$ cat src/rtl/noc_credit_link_buffer.sv
// Router-to-router link stage: elastic flit FIFO, downstream credit tracking,
// retiming on the forward and credit-return paths, traffic counters and
// sticky protocol-error flags.
module noc_credit_link_buffer #(
  parameter int unsigned FLIT_WIDTH         = 64,
  parameter int unsigned DEST_WIDTH         = 6,
  parameter int unsigned BUFFER_DEPTH       = 4,
  parameter int unsigned DOWNSTREAM_CREDITS = 2,
  parameter int unsigned NUM_PIPELINE       = 1,
  parameter int unsigned STAT_WIDTH         = 16
) (
  input  logic                                      clk,
  input  logic                                      rst_n,
  input  logic [FLIT_WIDTH-1:0]                     data_in,
  input  logic [DEST_WIDTH-1:0]                     dest_in,
  input  logic                                      is_tail_in,
  input  logic                                      send_in,
  output logic                                      credit_out,
  output logic [FLIT_WIDTH-1:0]                     data_out,
  output logic [DEST_WIDTH-1:0]                     dest_out,
  output logic                                      is_tail_out,
  output logic                                      send_out,
  input  logic                                      credit_in,
  input  logic                                      err_clr,
  output logic [$clog2(BUFFER_DEPTH+1)-1:0]         occupancy,
  output logic [$clog2(DOWNSTREAM_CREDITS+1)-1:0]   credit_count,
  output logic [STAT_WIDTH-1:0]                     flit_count,
  output logic [STAT_WIDTH-1:0]                     packet_count,
  output logic                                      err_overflow,
  output logic                                      err_credit
);

  localparam int unsigned OCC_W   = $clog2(BUFFER_DEPTH + 1);
  localparam int unsigned CRED_W  = $clog2(DOWNSTREAM_CREDITS + 1);
  localparam int unsigned PTR_W   = (BUFFER_DEPTH > 1) ? $clog2(BUFFER_DEPTH) : 1;
  localparam int unsigned ENTRY_W = FLIT_WIDTH + DEST_WIDTH + 1;

  logic [ENTRY_W-1:0] mem [BUFFER_DEPTH];
  logic [PTR_W-1:0]   wr_ptr, rd_ptr;
  logic [OCC_W-1:0]   occ_q;
  logic [CRED_W-1:0]  cred_q;
  logic               empty, full, pop, push, ovf_evt, cred_evt;
  logic [ENTRY_W-1:0] head;

  // Forward stages: index 0 is loaded by a pop, index NUM_PIPELINE drives the outputs.
  logic [NUM_PIPELINE:0] fw_send;
  logic [FLIT_WIDTH-1:0] fw_data [NUM_PIPELINE+1];
  logic [DEST_WIDTH-1:0] fw_dest [NUM_PIPELINE+1];
  logic [NUM_PIPELINE:0] fw_tail;
  logic [NUM_PIPELINE:0] cr_pipe;

  // Pointers wrap explicitly so non-power-of-two depths work.
  function automatic logic [PTR_W-1:0] ptr_inc(input logic [PTR_W-1:0] p);
    return (p == PTR_W'(BUFFER_DEPTH - 1)) ? '0 : p + PTR_W'(1);
  endfunction

  // Pop/push decisions; a pop while full frees the slot for a same-cycle write.
  always_comb begin
    empty    = (occ_q == '0);
    full     = (occ_q == OCC_W'(BUFFER_DEPTH));
    pop      = !empty && (cred_q != '0);
    push     = send_in && (!full || pop);
    ovf_evt  = send_in && full && !pop;
    cred_evt = credit_in && !pop && (cred_q == CRED_W'(DOWNSTREAM_CREDITS));
    head     = mem[rd_ptr];
  end

  // FIFO storage write port (payload needs no reset).
  always_ff @(posedge clk) begin
    if (push) mem[wr_ptr] <= {data_in, dest_in, is_tail_in};
  end

  // FIFO pointers and occupancy.
  always_ff @(posedge clk or negedge rst_n) begin
    if (!rst_n) begin
      wr_ptr <= '0;
      rd_ptr <= '0;
      occ_q  <= '0;
    end else begin
      if (push) wr_ptr <= ptr_inc(wr_ptr);
      if (pop)  rd_ptr <= ptr_inc(rd_ptr);
      case ({push, pop})
        2'b10:   occ_q <= occ_q + OCC_W'(1);
        2'b01:   occ_q <= occ_q - OCC_W'(1);
        default: occ_q <= occ_q;
      endcase
    end
  end

  // Downstream credit counter; saturates at the reset value.
  always_ff @(posedge clk or negedge rst_n) begin
    if (!rst_n) begin
      cred_q <= CRED_W'(DOWNSTREAM_CREDITS);
    end else begin
      case ({credit_in, pop})
        2'b10:   if (!cred_evt) cred_q <= cred_q + CRED_W'(1);
        2'b01:   cred_q <= cred_q - CRED_W'(1);
        default: cred_q <= cred_q;
      endcase
    end
  end

  // Sticky error flags; a new event wins over a same-cycle clear.
  always_ff @(posedge clk or negedge rst_n) begin
    if (!rst_n) begin
      err_overflow <= 1'b0;
      err_credit   <= 1'b0;
    end else begin
      err_overflow <= ovf_evt  | (err_overflow & ~err_clr);
      err_credit   <= cred_evt | (err_credit   & ~err_clr);
    end
  end

  // Traffic counters, counted at the pop (wrap naturally).
  always_ff @(posedge clk or negedge rst_n) begin
    if (!rst_n) begin
      flit_count   <= '0;
      packet_count <= '0;
    end else if (pop) begin
      flit_count <= flit_count + STAT_WIDTH'(1);
      if (head[0]) packet_count <= packet_count + STAT_WIDTH'(1);
    end
  end

  // Forward register chain; stage 0 holds its payload between pops.
  always_ff @(posedge clk or negedge rst_n) begin
    if (!rst_n) begin
      fw_send <= '0;
      fw_tail <= '0;
      for (int unsigned i = 0; i <= NUM_PIPELINE; i++) begin
        fw_data[i] <= '0;
        fw_dest[i] <= '0;
      end
    end else begin
      fw_send[0] <= pop;
      if (pop) begin
        fw_data[0] <= head[ENTRY_W-1 -: FLIT_WIDTH];
        fw_dest[0] <= head[DEST_WIDTH:1];
        fw_tail[0] <= head[0];
      end
      for (int unsigned i = 1; i <= NUM_PIPELINE; i++) begin
        fw_send[i] <= fw_send[i-1];
        fw_data[i] <= fw_data[i-1];
        fw_dest[i] <= fw_dest[i-1];
        fw_tail[i] <= fw_tail[i-1];
      end
    end
  end

  // Credit-return chain: one pulse per pop, same depth as the forward path.
  always_ff @(posedge clk or negedge rst_n) begin
    if (!rst_n) begin
      cr_pipe <= '0;
    end else begin
      cr_pipe[0] <= pop;
      for (int unsigned i = 1; i <= NUM_PIPELINE; i++) cr_pipe[i] <= cr_pipe[i-1];
    end
  end

  // Output mapping.
  always_comb begin
    send_out     = fw_send[NUM_PIPELINE];
    data_out     = fw_data[NUM_PIPELINE];
    dest_out     = fw_dest[NUM_PIPELINE];
    is_tail_out  = fw_tail[NUM_PIPELINE];
    credit_out   = cr_pipe[NUM_PIPELINE];
    occupancy    = occ_q;
    credit_count = cred_q;
  end

endmodule

$ cat config.mk
export PLATFORM = sky130hd
export DESIGN_NAME = noc_credit_link_buffer
export DESIGN_NICKNAME = d
export VERILOG_FILES = /design/src/rtl/noc_credit_link_buffer.sv
export SDC_FILE = /design/constraint.sdc
export NUM_CORES = 1
export LEC_CHECK = 0
export CAP_MARGIN = 20
export CORE_MARGIN = 2
export CORE_UTILIZATION = 43
export DETAILED_ROUTE_END_ITERATION = 8
export PLACE_DENSITY = 0.63
export SLEW_MARGIN = 20
export SYNTH_ARGS = -nofsm -noshare
export SYNTH_HDL_FRONTEND = slang
export SYNTH_SLANG_ARGS = --single-unit
export TNS_END_PERCENT = 5
$ cat constraint.sdc
create_clock -name clk -period 3.79 [get_ports clk]
set_input_delay 0.379 -clock clk [delete_from_list [all_inputs] [get_ports clk]]
set_output_delay 0.379 -clock clk [all_outputs]
set_load 0.05 [all_outputs]
After elaboration in Yosys (flattened, before gate mapping):

Memories as Yosys holds them, arrays and structs flattened.
Index checks and enable logic that the tools add are counted.

* register bits after elaboration: 189
* RAM bits: 284
* input bits: 76
* output and inout bits: 112
* logic and storage cells: 62
* memories kept: 1

Memories
* mem: depth 4, bits a word 71, read ports 1, clocked after memory_dff 0, write ports 1, line 38 `logic [ENTRY_W-1:0] mem [BUFFER_DEPTH];`

* add/subtract/negate cells: 8
* equality and inequality tests: 9
* multiplexer cells: 7
* bitwise operators: 5
* reduce and logical (&&, ||, !) cells: 16

Operators with widths (count)
* adder 16 x 1 -> 16 bit (second input constant): 2
* equality test 2 bit (second input constant): 5
* adder 2 x 1 -> 2 bit (second input constant): 3
* logical AND 1 bit: 6
* 2-to-1 mux 2 bit: 3
* one-hot mux 3 bit (2 select lines): 1
* nonzero test 2 bit: 3
* equality test 2 x 1 -> 1 bit (second input constant): 2
* one-hot mux 2 bit (2 select lines): 1
* AND reduction 2 bit: 2
* adder 3 x 1 -> 3 bit (second input constant): 1
* equality test 3 bit (second input constant): 1
* logical NOT 1 bit: 3
* logical NOT 3 bit: 1
* subtractor 3 x 1 -> 3 bit (second input constant): 1
* AND 1 bit: 2
* 2-to-1 mux 1 bit: 2
* != test 2 bit (second input constant): 1
* bitwise OR 1 bit: 2
* subtractor 2 x 1 -> 2 bit (second input constant): 1
* logical OR 1 bit: 1
* inverter 1 bit: 1

Depth between registers and ports, before layout:

Gate-level depths: netlist of the first run.

* word-level depth: 8
* depth in mapped cells: 10

Least setup slack after synthesis of the first run:

No wires, ideal clock.

* path type: reg2reg
* from: register cred_q[1] (netlist: credit_count[1])
* to: memory mem[0][0] (netlist name) (enable)
* data arrival time: 3.088 ns
* setup slack: 0.265 ns
* cell stages (with the launch flop): 5
* period minus slack after synthesis: 3.525 ns
* cell sequence: dfstp_2 > buf_2 > nor2_1 > a31oi_1 > and2_1

* longest elaborated chain between the ends: 6

RTL lines
* from (decl): line 41 `logic [CRED_W-1:0] cred_q;`
* from (signal assigned): line 93 `cred_q <= CRED_W'(DOWNSTREAM_CREDITS);`
* from (signal assigned): line 96 `2'b10: if (!cred_evt) cred_q <= cred_q + CRED_W'(1);`
* from (signal assigned): line 97 `2'b01: cred_q <= cred_q - CRED_W'(1);`
* nonzero test 2 bit: line 61 `pop = !empty && (cred_q != '0);`
* logical AND 1 bit: line 61
* logical OR 1 bit: line 62 `push = send_in && (!full || pop);`
* logical AND 1 bit: line 62
* 2-to-1 mux 1 bit: line 70 `if (push) mem[wr_ptr] <= {data_in, dest_in, is_tail_in};`
* 2-to-1 mux 1 bit (not written as such): line 70
* to (decl): line 38

No other way between the ends.

Worst setup path after layout of the first run:

* from: register cred_q[1] (netlist: credit_count[1])
* to: memory mem[0][62] (netlist name) (enable)

Same word-level chain as after synthesis.

==> results of run 1 <==
## worst max-delay path by stage
stage / startpoint / to / slack, ns / cells past startpoint
final: credit_count[1] / mem[0][62] / 1.23 / 4
after global routing: occupancy[0] / occupancy[1] / 1.02 / 7
after CTS: credit_count[1] / mem[0][70] / 1.20 / 4
after detailed placement: send_in / mem[0][65] / 0.90 / 5
after global placement: send_in / mem[1][62] / 0.87 / 5
after floorplan: credit_count[1] / mem[0][0] / 0.26 / 4
## repair_timing
| action | CTS | global route |
|---|---|---|
| setup endpoints to repair | 0 | 0 |
| hold buffers | 1 | 0 |
| hold endpoints to repair | 100 | 0 |
| setup buffers | 0 | 0 |
## stage by stage
| step | setup slack, ns | cells | hold WS [ns] | cell area (um^2) |
|---|---|---|---|---|
| floorplan | 0.2650 | 1009 | 0.08341 | 17290 |
| global placement | 0.8712 | 1628 | 0.3431 | 19340 |
| detailed placement | 0.8979 | 1628 | 0.3433 | 19340 |
| CTS | 1.199 | 1719 | 0.3557 | 21030 |
| global route | 1.023 | 1719 | 0.3537 | 21030 |
| finish | 1.231 | 1719 | 0.3553 | 21030 |
## power groups by stage
stage	combinational [mW]	clock, mW	sequential (mW)
after floorplan	4.76	0	7.97
after global routing	6.96	5.31	7.96
after detailed placement	6.54	0	7.91
final	6.42	4.96	7.77
after CTS	6.57	5.10	7.81
after global placement	6.50	0	7.86
## registers in the layout, summed over array words and instances, names as in the netlist
name and count:
cr_pipe 2, credit_count 2, data_out 64, dest_out 6, err_credit 1, err_overflow 1
flit_count 16, fw_data 64, fw_dest 6, fw_tail 2, mem 284, occupancy 3
packet_count 16, rd_ptr 2, wr_ptr 2
## cell usage in the layout (no fill, tap or decap), drive strengths merged
| master | synthesis | final |
|---|---|---|
| mux2 | 1 | 1 |
| fa | 1 | 1 |
| a22oi | 1 | 1 |
| dfrtp | 186 | 186 |
| bufinv | 0 | 9 |
| xor2 | 9 | 9 |
| dfstp | 1 | 1 |
| and2 | 5 | 5 |
| clkinvlp | 0 | 2 |
| a31oi | 2 | 2 |
| and4 | 5 | 5 |
| ha | 7 | 7 |
| nand4 | 14 | 14 |
| dlygate4sd3 | 0 | 1 |
| nand4bb | 1 | 1 |
| nand2 | 231 | 231 |
| nand3 | 5 | 5 |
| a21o | 2 | 2 |
| clkdlybuf4s50 | 0 | 186 |
| nor2 | 11 | 11 |
| o21ai | 8 | 8 |
| nand4b | 1 | 1 |
| buf | 91 | 15 |
| inv | 10 | 11 |
| mux4 | 71 | 71 |
| and3 | 7 | 7 |
| mux2i | 1 | 1 |
| a211oi | 1 | 1 |
| o21a | 1 | 1 |
| nor3 | 7 | 7 |
| clkbuf | 17 | 60 |
| a21oi | 2 | 2 |
| clkinv | 0 | 19 |
| xnor2 | 25 | 25 |
| edfxtp | 284 | 284 |
| o32ai | 1 | 1 |
## worst register-to-register path: cells and delay by family, from the launching register on
kind / cells / cell delay, ns
and+or+nand+nor: 2 / 0.64
AOI/OAI and AO/OA: 1 / 0.57
DFF: 1 / 0.63
buffers and inverters: 1 / 0.38
## cells in the mapped netlist (all sizes together)
master and n:
a22oi 1, clkbuf 17, xnor2 25, a21oi 2, o21ai 8, nand4 14
nor3 7, edfxtp 284, inv 10, a31oi 2, nor2 11, nand4b 1
ha 7, nand4bb 1, nand2 231, and2 5, a21o 2, mux2 1
mux2i 1, nand3 5, fa 1, buf 91, and3 7, a211oi 1
o21a 1, o32ai 1, and4 5, dfstp 1, xor2 9, mux4 71
dfrtp 186
## routing by layer
layer | share of wire, % | wire, um | up-vias
met5 | 0.048 | 16 | -
met4 | 2.3 | 747 | 2
met3 | 3.6 | 1188 | 52
met2 | 51 | 16790 | 154
met1 | 43 | 14390 | 4366
li1 | - | - | 3876
## cell families (layout without fill, tap and decap cells)
group | count (synthesis) | count (layout) | share of synthesized area [%]
muxes | 73 | 73 | 9.394
DFF | 471 | 471 | 76.40
adders and majority gates | 8 | 8 | 0.6224
and+or+nand+nor | 287 | 287 | 6.911
buffers and inverters | 118 | 303 | 4.277
AOI/OAI and AO/OA | 18 | 18 | 0.6731
xor gates and xnor gates | 34 | 34 | 1.722
## final cells by class
class                           count  area [um^2]
Fill cell                        3207        18700
Clock inverter                     31        389.1
Clock buffer                       59         1294
Sequential cell                   471        13220
Tap cell                          525        656.9
Inverter                           10        38.79
Timing Repair Buffer              203         2073
Multi-Input combinational cell    420         3362
==> results.cfg, run 1 <==
[run_status]
outcome = finished clean

[grt]
met2_usage_pct = 28.15
grt_max_degree = 104
gr-total-overflow = 0
track_usage_pct = 16.62
use_met3_pct = 2.943
grt_antenna_before_repair = 2
grt_pass1_vias = 8952
grt-busiest-layer = met2
grt_pass1_wl_um = 52580
grt_util_met1_pct = 21.90

[cts]
cts.sinks = 471
clock_latency_ns = 0.57
cts_made_buffers = 48
path_clk_slew_ns = 0.06
tritoncts = built
cts_htree_levels = 2
cts_root_buf = clkbuf_16
cts_buffer_depth = 3
post_cts_resized = 0

[worst_setup_path]
crit_fanout = 27
r2r-start = credit_count[1]
crit_path_top_delay_cell = dfstp_2
crit_path_end_kind = flip-flop
path_cells = nor2_1 -> a31oi_1 -> and2_4 -> buf_4
startpoint_type = flip-flop
r2r-end = mem[0][62]
crit_family = simple AND/OR/NAND/NOR gates
regToRegSetupSlack_ns = 1.23
rr_worst_depth = 4
worst_path_largest_cell_delay_ns = 0.63
crit_required_ns = 4.03
worst-path-buf-inv = 1
arrival_ns = 2.80
critPathKind = flip-flop to flip-flop

[detailed_routing]
drc = 0
drtIter0Drc = 484
wl_um = 33130
vias = 8450
viasPerCell = 4.916
wl_per_cell_um = 19.27
ant_nets = 0
firstDrtPassIters = 4

[yosys]
yosysTopAreaCell = edfxtp_1
ys_seq_elements = 471
synth_seq_area_share_pct = 76.40
syn_inst = 1009
synth_cell_type_count = 35
synth_area_um2 = 17290
yosysTopAreaCellShare_pct = 49.33
synth.avg_cell_area_um2 = 17.13
yosys_warnings = 0
syn_nets = 1093
synth.area.top_cells = edfxtp_1, dfrtp_1, mux4_2

[floorplanning]
rows = 73
die_y_um = 204.5
start_util_pct = 43.51
core-area_um2 = 39730
dieArea_um2 = 41830
dieWidth_um = 204.5
io_pins = 188

[power]
vdd_ir_drop_max_mv = 0.5953
swShare_pct = 35.19
p_switching_mw = 6.741
power.share.combinational_pct = 33.5
leakagePower_nw = 8.001
p_int_mw = 12.41
p_seq_share_pct = 40.6
power_density_nw_per_um2 = 910.8
finalPower_mw = 19.15
p_clk_share_pct = 25.9

[timing]
finalSetupViolCount = 0
worst_slew_pin_slew_ns = 1.002
fin_tns_setup_ns = 0
rsz0062_at_grt = false
min_period_over_period_pct = 67.52
maxSlewViolCount = 0
fin_skew_ns = 0.01658
hold_viol = 0
post-route-min-period_ns = 2.559
fmax_ghz = 0.3908
relSlewSlack_pct = 33.23

[layout]
drive_gt1_share_pct = 14.57
diodes = 0
nNetsFinal = 1238
post-route-util_pct = 52.93
area_growth_pct = 21.64

[run]
cap_violations = 0

[placement]
port_buffers = 187
dp_hpwl_um = 20080
routabilityCongestion = 0.7631

[min_path]
hold_path_startpoint = cr_pipe[0]
hp-class = flip-flop to flip-flop
holdPathEnd = cr_pipe[1]
min_delay_path_depth = 0
No activity file was read; power rests on OpenSTA's default activity.
==> inputs of run 2 (changes only) <==
Settings changed: PLACE_DENSITY 0.63 to 0.65.
Clock period 3.79 ns to 2.3 ns, I/O delays scaled along.
==> run 2 against run 1 <==
Against the previous run:
- clock power rose by 54%
- count of clock-buffer cells in the layout up 12
- sequential share of layout area decreased by 0.58 points
- setup slack got worse by 1.1 ns
- critical path depth fell by 2
- sequential cell count is the same
- utilization rose by 0.49 points
- die area is the same
- first-iteration DRC count up 8.5%
- clock skew decreased by 0.0022 ns
==> results.cfg, run 2 (synthesis gave the netlist of run 1 again) <==
[min_path]
hp-class = input pin to asynchronous set/reset pin

[layout]
nNetsFinal = 1256
fill_cells = 3186
final_common_cell = edfxtp_1
drive_gt1_share_pct = 15.54
seqCellArea_um2 = 13220
largest_reg_flops = 284
area_growth_pct = 22.77
diodes = 0
multi_input_area_um2 = 3368
design_area_um2 = 21230
final_cell_mix = edfxtp_1, nand2_1, clkdlybuf4s50_1
fin_cells = 1735
top_register = mem

[worst_setup_path]
arrival_ns = 1.92
crit_path_end_kind = output port
path_cells = buf_4 -> clkdlybuf4s50_1
crit_path_top_delay_cell = clkdlybuf4s50_1
worst_path_largest_cell_delay_ns = 0.80
crit_required_ns = 2.07
critPathKind = flip-flop to output port
crit_fanout = 5
startpoint_type = flip-flop

[grt]
grt_pass1_wl_um = 52030
grt_antenna_before_repair = 0
gr-total-overflow = 0
track_usage_pct = 16.45
grt_max_degree = 84
grt_pass1_vias = 8984

[detailed_routing]
wl_per_cell_um = 19.12
vias = 8505
drtIter0Drc = 525
drc = 0
firstDrtPassIters = 4
ant_nets = 0
wl_um = 33180
viasPerCell = 4.902

[timing]
fin_tns_setup_ns = 0
relSlewSlack_pct = 60.14
post-route-min-period_ns = 2.154
maxSlewViolCount = 0
rsz0062_at_grt = false
finalSetupViolCount = 0
fmax_ghz = 0.4643
hold_viol = 0
whs_ns = 0.1736
worst_slew_pin_slew_ns = 0.5979
fin_skew_ns = 0.01440
min_period_over_period_pct = 93.63

[cts]
post_cts_buffers = 0
cts_htree_levels = 2
cts_buffer_depth = 3
tritoncts = built
cts.sinks = 471
cts_made_buffers = 49
path_clk_slew_ns = 0.06
cts_root_buf = clkbuf_16
clock_latency_ns = 0.56

[power]
swShare_pct = 35.26
finalPower_mw = 31.41
power_density_nw_per_um2 = 1480
p_clk_share_pct = 24.4
leakagePower_nw = 8.094
p_switching_mw = 11.08
vdd_ir_drop_max_mv = 0.9238
p_int_mw = 20.33
power.share.combinational_pct = 35.3
p_seq_share_pct = 40.3

[floorplanning]
start_util_pct = 43.51
dieArea_um2 = 41830
rows = 73
io_pins = 188
dieWidth_um = 204.5
die_y_um = 204.5
core-area_um2 = 39730

[placement]
placed_cell_area_um2 = 19640
dp_hpwl_um = 20800
place_inst = 1645
port_buffers = 187
routabilityCongestion = 0.7509

[run]
cap_violations = 0

[run_status]
outcome = finished clean
[run 2: cell count changes in the layout (fill, tap and decap cells not counted), sizes merged, moves of 5 or more]
cell    before  now
buf         15   32
bufinv       9    3
clkbuf      60   72
clkinv      19   14
[run 2: critical path, delay by kind of cell (launching register included)]
kind	cells	cell delay, ns
buffers and inverters	2	0.97
flip-flops	1	0.39
[run 2: layout make-up]
| class | count | area share (%) |
|---|---|---|
| tap | 525 | 3.095 |
| inverter | 10 | 0.1827 |
| timing repair buffer | 220 | 11.15 |
| clock inverter | 18 | 0.7899 |
| clock buffer | 71 | 6.649 |
| multi-input combinational | 420 | 15.87 |
| sequential | 471 | 62.27 |
[run 2: metrics by stage]
step / setup slack [ns] / util, %
after CTS: 0.005336 / 53.42
after global placement: 0.2704 / 49.42
after floorplan: 0.02158 / -
after detailed placement: 0.2177 / 49.42
after global routing: 0.06195 / 53.42
final: 0.1464 / 53.42
[run 2: final timing paths]
check,start,end,slack (ns),depth (start not counted)
min in group clk,err_clr,err_overflow,0.26,2
min reg2reg,cr_pipe[0],cr_pipe[1],0.35,0
min,rst_n,fw_data[105],0.17,2
max reg2reg,credit_count[1],flit_count[7],0.21,6
max,occupancy[2],occupancy[2],0.15,2
max in group asynchronous,rst_n,data_out[0],1.33,3
[run 2: repair_timing]
action | 4_1_cts | 5_1_grt
resized for setup | 0 | 1
setup endpoints to repair | 0 | 1
hold endpoints to repair | 41 | 0
hold buffers | 1 | 0
[run 2: per-layer routing]
| metal | global-route usage, % | part of all wire (%) | vias up |
|---|---|---|---|
| li1 | - | - | 3908 |
| met1 | 22.29 | 44 | 4364 |
| met2 | 27.02 | 49 | 195 |
| met3 | 3.198 | 5.1 | 38 |
| met4 | 5.254 | 1.8 | 0 |
| met5 | 0 | 0 | - |
[run 2: power by group through the flow]
| stage | clock [mW] | sequential (mW) | combinational (mW) |
|---|---|---|---|
| 2_1_floorplan | 0 | 13.1 | 7.88 |
| 3_3_place_gp | 0 | 12.8 | 11.2 |
| 3_5_place_dp | 0 | 12.9 | 11.3 |
| 4_1_cts | 7.91 | 12.7 | 11.3 |
| 5_1_grt | 8.24 | 12.9 | 12.0 |
| 6_report | 7.66 | 12.7 | 11.1 |
